`src/rtl/seg_msg_scheduler_pkg.sv`:
```
// Shared types and helpers for the seven-segment message scheduler.
package seg_pkg;

    typedef enum logic [1:0] {
        IDLE = 2'd0,
        SHOW = 2'd1,
        GAP  = 2'd2
    } seg_state_t;

    localparam logic [7:0] SEG_BLANK = 8'h00;

    // Width of the encoded requester index, never below one bit.
    function automatic int owner_w(input int n);
        return (n <= 2) ? 1 : $clog2(n);
    endfunction

endpackage

```
`src/rtl/seg_msg_scheduler_rr_arbiter.sv`:
```
// Combinational round-robin arbiter: first asserted request searching upward from last+1.
module rr_arbiter
    import seg_pkg::*;
#(
    parameter int NREQ = 4,
    localparam int IW  = owner_w(NREQ)
) (
    input  logic [NREQ-1:0] req,
    input  logic [IW-1:0]   last,
    output logic [NREQ-1:0] gnt,
    output logic [IW-1:0]   gnt_idx
);

    logic          found;
    int            pos;
    logic [IW-1:0] idx;

    always_comb begin
        gnt     = '0;
        gnt_idx = '0;
        found   = 1'b0;
        pos     = 0;
        idx     = '0;
        for (int k = 1; k <= NREQ; k++) begin
            pos = (int'(last) + k) % NREQ;
            idx = IW'(pos);
            if (!found && req[idx]) begin
                found    = 1'b1;
                gnt[idx] = 1'b1;
                gnt_idx  = idx;
            end
        end
    end

endmodule

```
`src/rtl/seg_msg_scheduler.sv`:
```
// Round-robin time-sharing of the two-digit display among NREQ requesters.
// Optional urgent preemption by requester 0 is enabled with `define SEG_PREEMPT_EN.
module seg_msg_scheduler
    import seg_pkg::*;
#(
    parameter int NREQ     = 4,
    parameter int TICK_DIV = 50000,
    parameter int DUR_W    = 8,
    localparam int OW      = owner_w(NREQ)
) (
    input  logic                    clk,
    input  logic                    clr,
    input  logic [NREQ-1:0]         req_valid,
    input  logic [8*NREQ-1:0]       req_data,
    input  logic [DUR_W*NREQ-1:0]   req_dur,
    output logic [NREQ-1:0]         req_ready,
    output logic [7:0]              disp_x,
    output logic                    disp_blank,
    output logic [OW-1:0]           owner,
    output logic                    busy
);

    localparam int PW = $clog2(TICK_DIV);

    seg_state_t       state;
    logic [OW-1:0]    last;
    logic [PW-1:0]    presc;
    logic [DUR_W-1:0] dcnt;

    logic [NREQ-1:0]  gnt;
    logic [OW-1:0]    gnt_idx;
    logic [7:0]       sel_data;
    logic [DUR_W-1:0] sel_dur;
    logic [DUR_W-1:0] sel_dwell;
    logic [DUR_W-1:0] urg_dwell;
    logic             wrap;
    logic             xfer;
    logic             preempt;

    rr_arbiter #(.NREQ(NREQ)) u_arb (
        .req     (req_valid),
        .last    (last),
        .gnt     (gnt),
        .gnt_idx (gnt_idx)
    );

    always_comb begin
        sel_data = SEG_BLANK;
        sel_dur  = '0;
        for (int i = 0; i < NREQ; i++) begin
            if (gnt_idx == OW'(i)) begin
                sel_data = req_data[8*i +: 8];
                sel_dur  = req_dur[DUR_W*i +: DUR_W];
            end
        end
    end

    // A zero dwell still shows the message for one tick.
    assign sel_dwell = (sel_dur == '0) ? DUR_W'(1) : sel_dur;
    assign urg_dwell = (req_dur[DUR_W-1:0] == '0) ? DUR_W'(1) : req_dur[DUR_W-1:0];

    assign wrap = (presc == PW'(TICK_DIV - 1));
    assign xfer = (state == IDLE) && (|gnt) && !clr;

`ifdef SEG_PREEMPT_EN
    assign preempt = (state == SHOW) && (owner != '0) && req_valid[0] && !clr;
`else
    assign preempt = 1'b0;
`endif

    always_comb begin
        req_ready = '0;
        if (!clr) begin
            if (state == IDLE)
                req_ready = gnt;
            else if (preempt)
                req_ready = NREQ'(1);
        end
    end

    // FSM, prescaler, dwell counter and registered display outputs.
    always_ff @(posedge clk or posedge clr) begin
        if (clr) begin
            state      <= IDLE;
            disp_x     <= SEG_BLANK;
            disp_blank <= 1'b1;
            owner      <= '0;
            busy       <= 1'b0;
            last       <= OW'(NREQ - 1);
            presc      <= '0;
            dcnt       <= '0;
        end else begin
            case (state)
                IDLE: begin
                    if (xfer) begin
                        disp_x     <= sel_data;
                        dcnt       <= sel_dwell;
                        owner      <= gnt_idx;
                        last       <= gnt_idx;
                        presc      <= '0;
                        disp_blank <= 1'b0;
                        busy       <= 1'b1;
                        state      <= SHOW;
                    end
                end
                SHOW: begin
                    if (preempt) begin
                        disp_x <= req_data[7:0];
                        dcnt   <= urg_dwell;
                        owner  <= '0;
                        last   <= '0;
                        presc  <= '0;
                    end else if (wrap) begin
                        presc <= '0;
                        if (dcnt <= DUR_W'(1)) begin
                            dcnt       <= '0;
                            disp_blank <= 1'b1;
                            state      <= GAP;
                        end else begin
                            dcnt <= dcnt - DUR_W'(1);
                        end
                    end else begin
                        presc <= presc + PW'(1);
                    end
                end
                GAP: begin
                    if (wrap) begin
                        presc <= '0;
                        busy  <= 1'b0;
                        state <= IDLE;
                    end else begin
                        presc <= presc + PW'(1);
                    end
                end
                default: begin
                    state <= IDLE;
                end
            endcase
        end
    end

endmodule

```
`config.mk`:
```
export PLATFORM = sky130hd
export DESIGN_NAME = seg_msg_scheduler
export DESIGN_NICKNAME = d
export VERILOG_FILES = /design/src/rtl/seg_msg_scheduler_pkg.sv /design/src/rtl/seg_msg_scheduler_rr_arbiter.sv /design/src/rtl/seg_msg_scheduler.sv
export SDC_FILE = /design/constraint.sdc
export NUM_CORES = 1
export LEC_CHECK = 0
export CORE_MARGIN = 2
export CORE_UTILIZATION = 30
export CTS_CLUSTER_DIAMETER = 60
export DETAILED_ROUTE_END_ITERATION = 6
export PLACE_DENSITY_LB_ADDON = 0.3
export SYNTH_ARGS = -nofsm -noshare
export SYNTH_HDL_FRONTEND = slang
export SYNTH_HIERARCHICAL = 1
export SYNTH_SLANG_ARGS = --single-unit
export TNS_END_PERCENT = 50
```
`constraint.sdc`:
```
create_clock -name clk -period 8.35 [get_ports clk]
set_input_delay 2.505 -clock clk [delete_from_list [all_inputs] [get_ports clk]]
set_output_delay 2.505 -clock clk [all_outputs]
set_load 0.01 [all_outputs]
```
==> impl_metrics.tcl, run 1 <==
set metrics [dict create \
    status "completed" \
    ant_nets 0 \
    yosysWarnings 6 \
    worst_pin_slew_ps 922 \
    vias 2912 \
    hp-class "register to register" \
    grt_antenna_before_repair 0 \
    critical_path_class "input port to primary output" \
    n_antenna_cell 0 \
    syn_area_per_cell_um2 9.38 \
    first_pass_iters 4 \
    syn2layout_area_growth_pct 32.1 \
    io_buffers 85 \
    drtIter0Drc 133 \
    maxCapViolations 0 \
    grt_pass1_wl_um 14700 \
    drc 0 \
    synth_edf_count 0 \
    fp-row-count 37 \
    gp_congestion 0.861 \
    holdWs_ps 484 \
    synthCells 341 \
    grt-ovfl-total 0 \
    cts_buffers 5 \
    final_nets 500 \
    startpoint_type "input port" \
    syn_nets 426 \
    core-area_um2 10300 \
    slew_headroom 0.379 \
    pwr-share-seq 0.244 \
    drive_above_1_share 0.125 \
    worst_setup_path_end_kind "primary output" \
    max_freq_ghz 0.134 \
    layout_commonest_cell "clkdlybuf4s50_1" \
    drv_slew 0 \
    worstPathRequired_ps 5850 \
    sw_frac_of_total 0.449 \
    place_hpwl_um 6530 \
    fillers 1010 \
    avgViaCountPerCell 5.28 \
    period_needed_ps 7460 \
    cts_setup_buffers 0 \
    hold_viol 0 \
    power_mw 1.35 \
    dp_slack_ps 935 \
    clock_latency_ps 300 \
    grt_max_degree 33 \
    cp_max_fo 11 \
    combinationalPowerShare 0.633 \
    die_w_um 107 \
    cts_buffer_depth 2 \
    ios 86 \
    power.switching_uw 604 \
    crit_arrival_ps 4960 \
    root_buffer "clkbuf_8" \
    cts_tree "done" \
    final_cell_mix "85 x clkdlybuf4s50_1, 61 x nand2_1, 37 x dfrtp_1" \
    p_int_uw 741 \
    rsz0062_at_grt "false" \
    setup_slack_ps 889 \
    syn-cell-area_um2 3200 \
    grt_pass1_vias 3006 \
    max-vdd-ir-drop_mv 0.153 \
    start_util 0.310 \
    finalWirelength_um 8580 \
    timing.final.crit_share 0.894 \
    clock_power_share 0.123 \
    setup_violations 0 \
    ys_ff_latch 40 \
    synthFlopType "dfrtp_1" \
    clock-sinks 40 \
    cts.clk_slew.worst_paths_ps 90 \
    p_per_area_nw_per_um2 318 \
    setup_tns_ps 0 \
    cts_resized 0 \
    htree_levels 2 \
    groute.usage.overall 0.157 \
    wl_per_cell_um 15.5 \
    synth_seq_area_share 0.314 \
    leakagePower_nw 1.68 \
    async_reset_ff_frac 1.00 \
    dieArea_um2 11500 \
    fin_skew_ps 11.5 \
    ctsHoldBuffers 0 \
    fp.dieH_um 107 \
    synth_cell_types 67 \
]
-- state kept, by name, summed over array words and instances (netlist names) --
name / cells
busy: 1
state: 2
presc: 16
last: 2
owner: 2
dcnt: 8
disp_blank: 1
disp_x: 8
-- layout make-up --
cell class	instances	area, µm²	share of cell area
inverter	17	63.8	0.0151
timing repair buffer	88	873	0.207
clock buffer	5	68.8	0.0163
multi-input combinational	263	2000	0.473
sequential	40	1000	0.238
tap	136	170	0.0402
clock inverter	3	46.3	0.0109
-- cell usage after synthesis, types with 4 or more instances --
| library cell | instances | area, µm² |
|---|---|---|
| o21ai_0 | 23 | 115 |
| ha_1 | 15 | 188 |
| nor3_1 | 8 | 40.0 |
| nand3_1 | 9 | 45.0 |
| nand2_1 | 61 | 229 |
| o211ai_1 | 4 | 30.0 |
| nor2b_1 | 7 | 43.8 |
| dfrtp_1 | 37 | 926 |
| buf_4 | 5 | 37.5 |
| clkbuf_1 | 7 | 26.3 |
| inv_1 | 17 | 63.8 |
| a21oi_1 | 6 | 30.0 |
| nor2_1 | 18 | 67.6 |
| and2_1 | 5 | 31.3 |
| buf_6 | 5 | 56.3 |
| o31ai_1 | 5 | 37.5 |
| a221o_2 | 4 | 45.0 |
| o21ai_1 | 5 | 25.0 |
| mux4_2 | 18 | 405 |
-- worst max-delay path: stages --
cell and delay [ps]:
clkdlybuf4s50_1 590, mux4_2 610, a211oi_2 360, a221o_2 230, and2_1 130, clkdlybuf4s50_1 540
-- through the flow --
stage	cells	util	cell area [µm²]
floorplan	341	-	3200
global placement	544	0.398	4110
detailed placement	544	0.398	4110
CTS	552	0.410	4230
global route	552	0.410	4230
finish	552	0.410	4230
-- layer usage --
metal / part of all wire / global-route usage / vias to the layer above
li1: - / - / 1411
met1: 0.43 / 0.193 / 1398
met2: 0.50 / 0.274 / 92
met3: 0.059 / 0.0369 / 11
met4: 0.011 / 0.0408 / 0
met5: 0 / 0 / -
-- path summary, 6_finish.rpt --
| kind | slack (ps) | end | startpoint | cells after the start |
|---|---|---|---|---|
| max in group asynchronous | 5080 | disp_blank$_DFFE_PP1P_ | clr | 3 |
| worst max register to register | 3940 | presc[9]$_DFFE_PP0P_ | last[0]$_DFFE_PP1P_ | 11 |
| worst max-delay path | 890 | req_ready[3] | req_valid[1] | 6 |
| worst min-delay path | 480 | disp_x[1]$_DFFE_PP0P_ | disp_x[1]$_DFFE_PP0P_ | 2 |
| worst min register to register | 480 | disp_x[1]$_DFFE_PP0P_ | disp_x[1]$_DFFE_PP0P_ | 2 |
| min in group asynchronous | 2520 | disp_x[0]$_DFFE_PP0P_ | clr | 2 |
-- power by group through the flow --
stage	sequential, mW	clock, mW	combinational (mW)
2_1_floorplan	0.320	0	0.642
3_3_place_gp	0.328	0	0.847
3_5_place_dp	0.329	0	0.857
4_1_cts	0.328	0.171	0.858
5_1_grt	0.339	0.178	0.947
6_report	0.328	0.166	0.852
-- logic make-up (layout without fill, tap and decap cells) --
| logic type | after synthesis | count (layout) | synth area share |
|---|---|---|---|
| xor+xnor | 3 | 3 | 0.00821 |
| simple gates | 134 | 134 | 0.206 |
| buf+inv | 38 | 113 | 0.0634 |
| fa+ha+maj | 15 | 15 | 0.0587 |
| mux | 23 | 23 | 0.144 |
| flops | 40 | 40 | 0.314 |
| compound gates | 88 | 88 | 0.206 |
Note: power is estimated with default switching activity, not from simulation.
==> inputs of run 2 (changes only) <==
--- a/config.mk
+++ b/config.mk
@@ -9,7 +9,6 @@
 export CORE_UTILIZATION = 30
 export CTS_CLUSTER_DIAMETER = 60
 export DETAILED_ROUTE_END_ITERATION = 6
-export PLACE_DENSITY_LB_ADDON = 0.3
 export SYNTH_ARGS = -nofsm -noshare
 export SYNTH_HDL_FRONTEND = slang
 export SYNTH_HIERARCHICAL = 1
==> run 2 against run 1 <==
Setup slack improved by 12 ps; via count decreased by 0.79%; combinational power about the same; die area unchanged; hold slack got worse by 3.0 ps; sequential share of layout area unchanged; largest cell class unchanged; largest power group unchanged.
==> impl_metrics.tcl, run 2 (synthesis gave the netlist of run 1 again) <==
set metrics [dict create \
    hold_viol 0 \
    cts_tree "done" \
    die_w_um 107 \
    max_freq_ghz 0.134 \
    layout_commonest_cell "clkdlybuf4s50_1" \
    ctsHoldBuffers 0 \
    drtIter0Drc 107 \
    critical_path_class "input port to primary output" \
    period_needed_ps 7450 \
    hp-class "register to register" \
    grt-ovfl-total 0 \
    timing.final.crit_share 0.892 \
    max-vdd-ir-drop_mv 0.131 \
    n_antenna_cell 0 \
    setup_tns_ps 0 \
    core-area_um2 10300 \
    fp-row-count 37 \
    final_nets 500 \
    cts_setup_buffers 0 \
    drive_above_1_share 0.125 \
    crit_arrival_ps 4940 \
    worst_pin_slew_ps 931 \
    hold_depth 2 \
    top_layer "met4" \
    dieArea_um2 11500 \
    final_cell_mix "85 x clkdlybuf4s50_1, 61 x nand2_1, 37 x dfrtp_1" \
    ios 86 \
    maxCapViolations 0 \
    grt_max_degree 23 \
    ff2ff_path_depth 11 \
    root_buffer "clkbuf_8" \
    groute.usage.overall 0.150 \
    rsz0062_at_grt "false" \
    largest_reg_flops 16 \
    vias 2889 \
    avgViaCountPerCell 5.23 \
    fp.dieH_um 107 \
    start_util 0.310 \
    grt_antenna_before_repair 0 \
    status "completed" \
    dr_wl_met2_um 4190 \
    fin_util 0.410 \
    place_hpwl_um 6290 \
    reg.largest.list "presc: 16 flops, dcnt: 8 flops, disp_x: 8 flops" \
    cts_buffers 5 \
    hold_path_end "disp_x[6]$_DFFE_PP0P_" \
    met1_length_um 3580 \
    first_pass_iters 5 \
    setup_violations 0 \
    cts_buffer_depth 2 \
    largest_register "presc" \
    clock_latency_ps 300 \
    clock-sinks 40 \
    r2r_start "last[0]$_DFFE_PP1P_" \
    cts.clk_slew.worst_paths_ps 90 \
    fillers 998 \
    ant_nets 0 \
    htree_levels 2 \
    hold_path_startpoint "disp_x[6]$_DFFE_PP0P_" \
    cp_max_fo 12 \
    r2r-end "presc[9]$_DFFE_PP0P_" \
    fin_skew_ps 6.90 \
    io_buffers 85 \
    worstPathRequired_ps 5850 \
    worst_setup_path_end_kind "primary output" \
    gp_congestion 0.885 \
    slew_headroom 0.373 \
    cts_resized 0 \
    wl_per_cell_um 15.2 \
    r2r_setup_slack_ps 3970 \
    grt_pass1_vias 2891 \
    finalWirelength_um 8370 \
    drc 0 \
    syn2layout_area_growth_pct 32.1 \
    p_per_area_nw_per_um2 317 \
    dr_wl_met3_um 520 \
    drv_slew 0 \
    leakagePower_nw 1.68 \
    startpoint_type "input port" \
    grt_pass1_wl_um 14000 \
]
-- run 2: cell counts in the layout (fill, tap and decap cells not counted) --
No cell type changed its count.
-- run 2: worst max-delay path by stage --
| stage | startpoint | end | slack, ps | cells after the start |
|---|---|---|---|---|
| 2_1_floorplan | req_valid[1] | req_ready[1] | 2080 | 6 |
| 5_1_grt | req_valid[0] | req_ready[1] | 800 | 6 |
| 6_report | req_valid[0] | req_ready[1] | 900 | 6 |
| 4_1_cts | req_valid[0] | req_ready[1] | 930 | 6 |
| 3_3_place_gp | req_valid[2] | req_ready[1] | 1000 | 7 |
| 3_5_place_dp | req_valid[0] | req_ready[1] | 940 | 6 |
-- run 2: stage by stage --
stage,hold slack (ps),area (µm²),std cells,worst slack [ps],power (mW)
global route,511,4230,552,796,1.46
finish,481,4230,552,901,1.34
floorplan,459,3200,341,2080,0.962
CTS,485,4230,552,926,1.35
global placement,460,4110,544,999,1.17
detailed placement,463,4110,544,937,1.18
-- run 2: cell type report --
class	instances	area (µm²)	area share
multi-input cells	263	2000	0.473
flip-flops and latches	40	1000	0.238
repair buffers	88	873	0.207
well taps	136	170	0.0402
clock buffers	5	68.8	0.0163
inverters	17	63.8	0.0151
clock inverters	3	46.3	0.0109
-- run 2: critical path, stage by stage --
cell	delay, ps
clkdlybuf4s50_1	600
mux4_2	600
a211oi_2	350
a221o_2	230
and2_1	120
clkdlybuf4s50_1	530
-- run 2: routing by layer --
| layer | GRT usage | vias to the layer above |
|---|---|---|
| li1 | - | 1418 |
| met1 | 0.184 | 1377 |
| met2 | 0.259 | 84 |
| met3 | 0.0424 | 10 |
| met4 | 0.0343 | 0 |
| met5 | 0 | - |
-- run 2: power breakdown --
| part | internal [mW] | leakage, nW | switching (mW) |
|---|---|---|---|
| clock network | 0.0901 | 0.0548 | 0.0761 |
| logic | 0.391 | 1.12 | 0.458 |
| registers | 0.260 | 0.505 | 0.0668 |
==> inputs of run 3 (changes only) <==
--- a/config.mk
+++ b/config.mk
@@ -5,10 +5,13 @@
 export SDC_FILE = /design/constraint.sdc
 export NUM_CORES = 1
 export LEC_CHECK = 0
+export CELL_PAD_IN_SITES_DETAIL_PLACEMENT = 0
+export CELL_PAD_IN_SITES_GLOBAL_PLACEMENT = 1
 export CORE_MARGIN = 2
-export CORE_UTILIZATION = 30
+export CORE_UTILIZATION = 40
 export CTS_CLUSTER_DIAMETER = 60
 export DETAILED_ROUTE_END_ITERATION = 6
+export PLACE_DENSITY_LB_ADDON = 0.1
 export SYNTH_ARGS = -nofsm -noshare
 export SYNTH_HDL_FRONTEND = slang
 export SYNTH_HIERARCHICAL = 1
==> run 3 against run 2 <==
Sequential power about the same; critical endpoint is now req_ready[2]; final cell count fell by 6.2%; highest routed layer unchanged; non-clock buffer count stayed put; first-iteration DRC count increased by 8.4%; setup slack improved by 46 ps; via count fell by 1.4%; routed wire length is 4.3% lower; critical path depth unchanged; design area shrank 1.7%; clock power decreased by 22%; power is 2.7% lower.
==> impl_metrics.tcl, run 3 (synthesis gave the netlist of run 1 again) <==
set metrics [dict create \
    first_pass_iters 4 \
    timing.final.crit_share 0.887 \
    start_util 0.414 \
    grt_pass1_vias 2980 \
    io_buffers 85 \
    period_needed_ps 7400 \
    rsz0062_at_grt "false" \
    ant_nets 0 \
    leakagePower_nw 1.66 \
    cp_max_fo 11 \
    hold_path_startpoint "disp_x[4]$_DFFE_PP0P_" \
    path_delay_family "buffers and inverters" \
    crit_arrival_ps 4900 \
    hp-class "register to register" \
    root_buffer "clkbuf_8" \
    cts_resized 0 \
    fillers 719 \
    ctsHoldBuffers 0 \
    ios 86 \
    fin_skew_ps 15.4 \
    status "completed" \
    maxCapViolations 0 \
    critical_path_class "input port to primary output" \
    cts_tree "done" \
    slew_headroom 0.356 \
    drv_slew 0 \
    drc 0 \
    dr_wl_met3_um 331 \
    cts_buffer_depth 2 \
    setup_violations 0 \
    finalWirelength_um 8010 \
    max-vdd-ir-drop_mv 0.134 \
    die_w_um 93.4 \
    max_freq_ghz 0.135 \
    syn2layout_area_growth_pct 29.9 \
    drive_above_1_share 0.123 \
    grt_pass1_wl_um 14000 \
    fp.dieH_um 93.4 \
    fin_util 0.538 \
    worst_setup_path_end_kind "primary output" \
    vias 2849 \
    setup_tns_ps 0 \
    cts.clk_slew.worst_paths_ps 80 \
    worstPathRequired_ps 5850 \
    layout_commonest_cell "clkdlybuf4s50_1" \
    grt_antenna_before_repair 0 \
    r2r_setup_slack_ps 3990 \
    drtIter0Drc 116 \
    top_layer "met4" \
    startpoint_type "input port" \
    grt_max_degree 35 \
    hold_viol 0 \
    gp_congestion 0.882 \
    ff_latch_area_um2 1000 \
    place_hpwl_um 6060 \
    path_common_cell "clkdlybuf4s50_1" \
    dp_cells 510 \
    hold_depth 2 \
    cts_buffers 5 \
    avgViaCountPerCell 5.50 \
    r2r-end "presc[9]$_DFFE_PP0P_" \
    wl_per_cell_um 15.5 \
    htree_levels 2 \
    clock-sinks 40 \
    clock_latency_ps 290 \
    fin_cells 518 \
    crit_chain "clkdlybuf4s50_1, mux4_2, a211oi_2, a221o_2, and2_1, clkdlybuf4s50_1" \
    reg.largest.list "presc: 16 flops, dcnt: 8 flops, disp_x: 8 flops" \
    largest_reg_flops 16 \
    groute.usage.overall 0.198 \
    design_area_um2 4160 \
    fp-row-count 32 \
    slowest_stage "mux4_2" \
    final_nets 500 \
    met1_length_um 3700 \
    final_cell_mix "85 x clkdlybuf4s50_1, 61 x nand2_1, 37 x dfrtp_1" \
    post_dp_cell_area_um2 4070 \
    grt-ovfl-total 0 \
    hold_path_end "disp_x[4]$_DFFE_PP0P_" \
    dieArea_um2 8730 \
    r2r_start "last[0]$_DFFE_PP1P_" \
    critPathBufInv 2 \
    multi_input_area_um2 2000 \
    cts_setup_buffers 0 \
    ff2ff_path_depth 11 \
    worst_pin_slew_ps 956 \
    n_antenna_cell 0 \
    p_per_area_nw_per_um2 314 \
    largest_register "presc" \
    core-area_um2 7730 \
    cpPeakStageDelay_ps 600 \
    dr_wl_met2_um 3920 \
]
==> run 3: cell types whose count changed in the layout (fill, tap and decap cells not counted) <==
cell       delta
bufinv_16     -1
clkbuf_1      +1
clkinv_2      +1
inv_6         -1
==> run 3: worst max path at each step <==
stage,cells past startpoint,end,slack [ps],startpoint
final,6,req_ready[2],950,req_valid[1]
after global routing,6,req_ready[1],810,req_valid[0]
after CTS,6,req_ready[2],940,req_valid[1]
after detailed placement,6,req_ready[2],960,req_valid[1]
after global placement,6,req_ready[0],1000,req_valid[1]
after floorplan,6,req_ready[1],2080,req_valid[1]
==> run 3: tightest hold or removal path, stage by stage (launching register included) <==
cell and delay, ps:
dfrtp_1 350, nand2_1 50, nand2_1 50
==> run 3: final cells by class <==
cell class	count	share of cell area
clock inverters	2	0.00301
well taps	102	0.0307
clock buffers	6	0.0175
flip-flops and latches	40	0.242
repair buffers	88	0.210
inverters	17	0.0154
multi-input cells	263	0.481
==> run 3: power by group <==
group	switching, mW	internal [mW]
registers	0.0666	0.260
logic	0.460	0.390
clock network	0.0700	0.0585
==> run 3: layer usage <==
metal  up-vias  GRT usage
met5         -          0
met4         0     0.0404
met3         4     0.0387
met2        51      0.349
met1      1380      0.253
li1       1414          -
==> run 3: stage by stage <==
| stage | worst slack, ps | power, mW | hold WS [ps] |
|---|---|---|---|
| 3_5_place_dp | 957 | 1.18 | 466 |
| 5_1_grt | 806 | 1.45 | 532 |
| 6_report | 948 | 1.31 | 482 |
| 3_3_place_gp | 995 | 1.18 | 458 |
| 4_1_cts | 944 | 1.32 | 488 |
| 2_1_floorplan | 2080 | 0.962 | 459 |
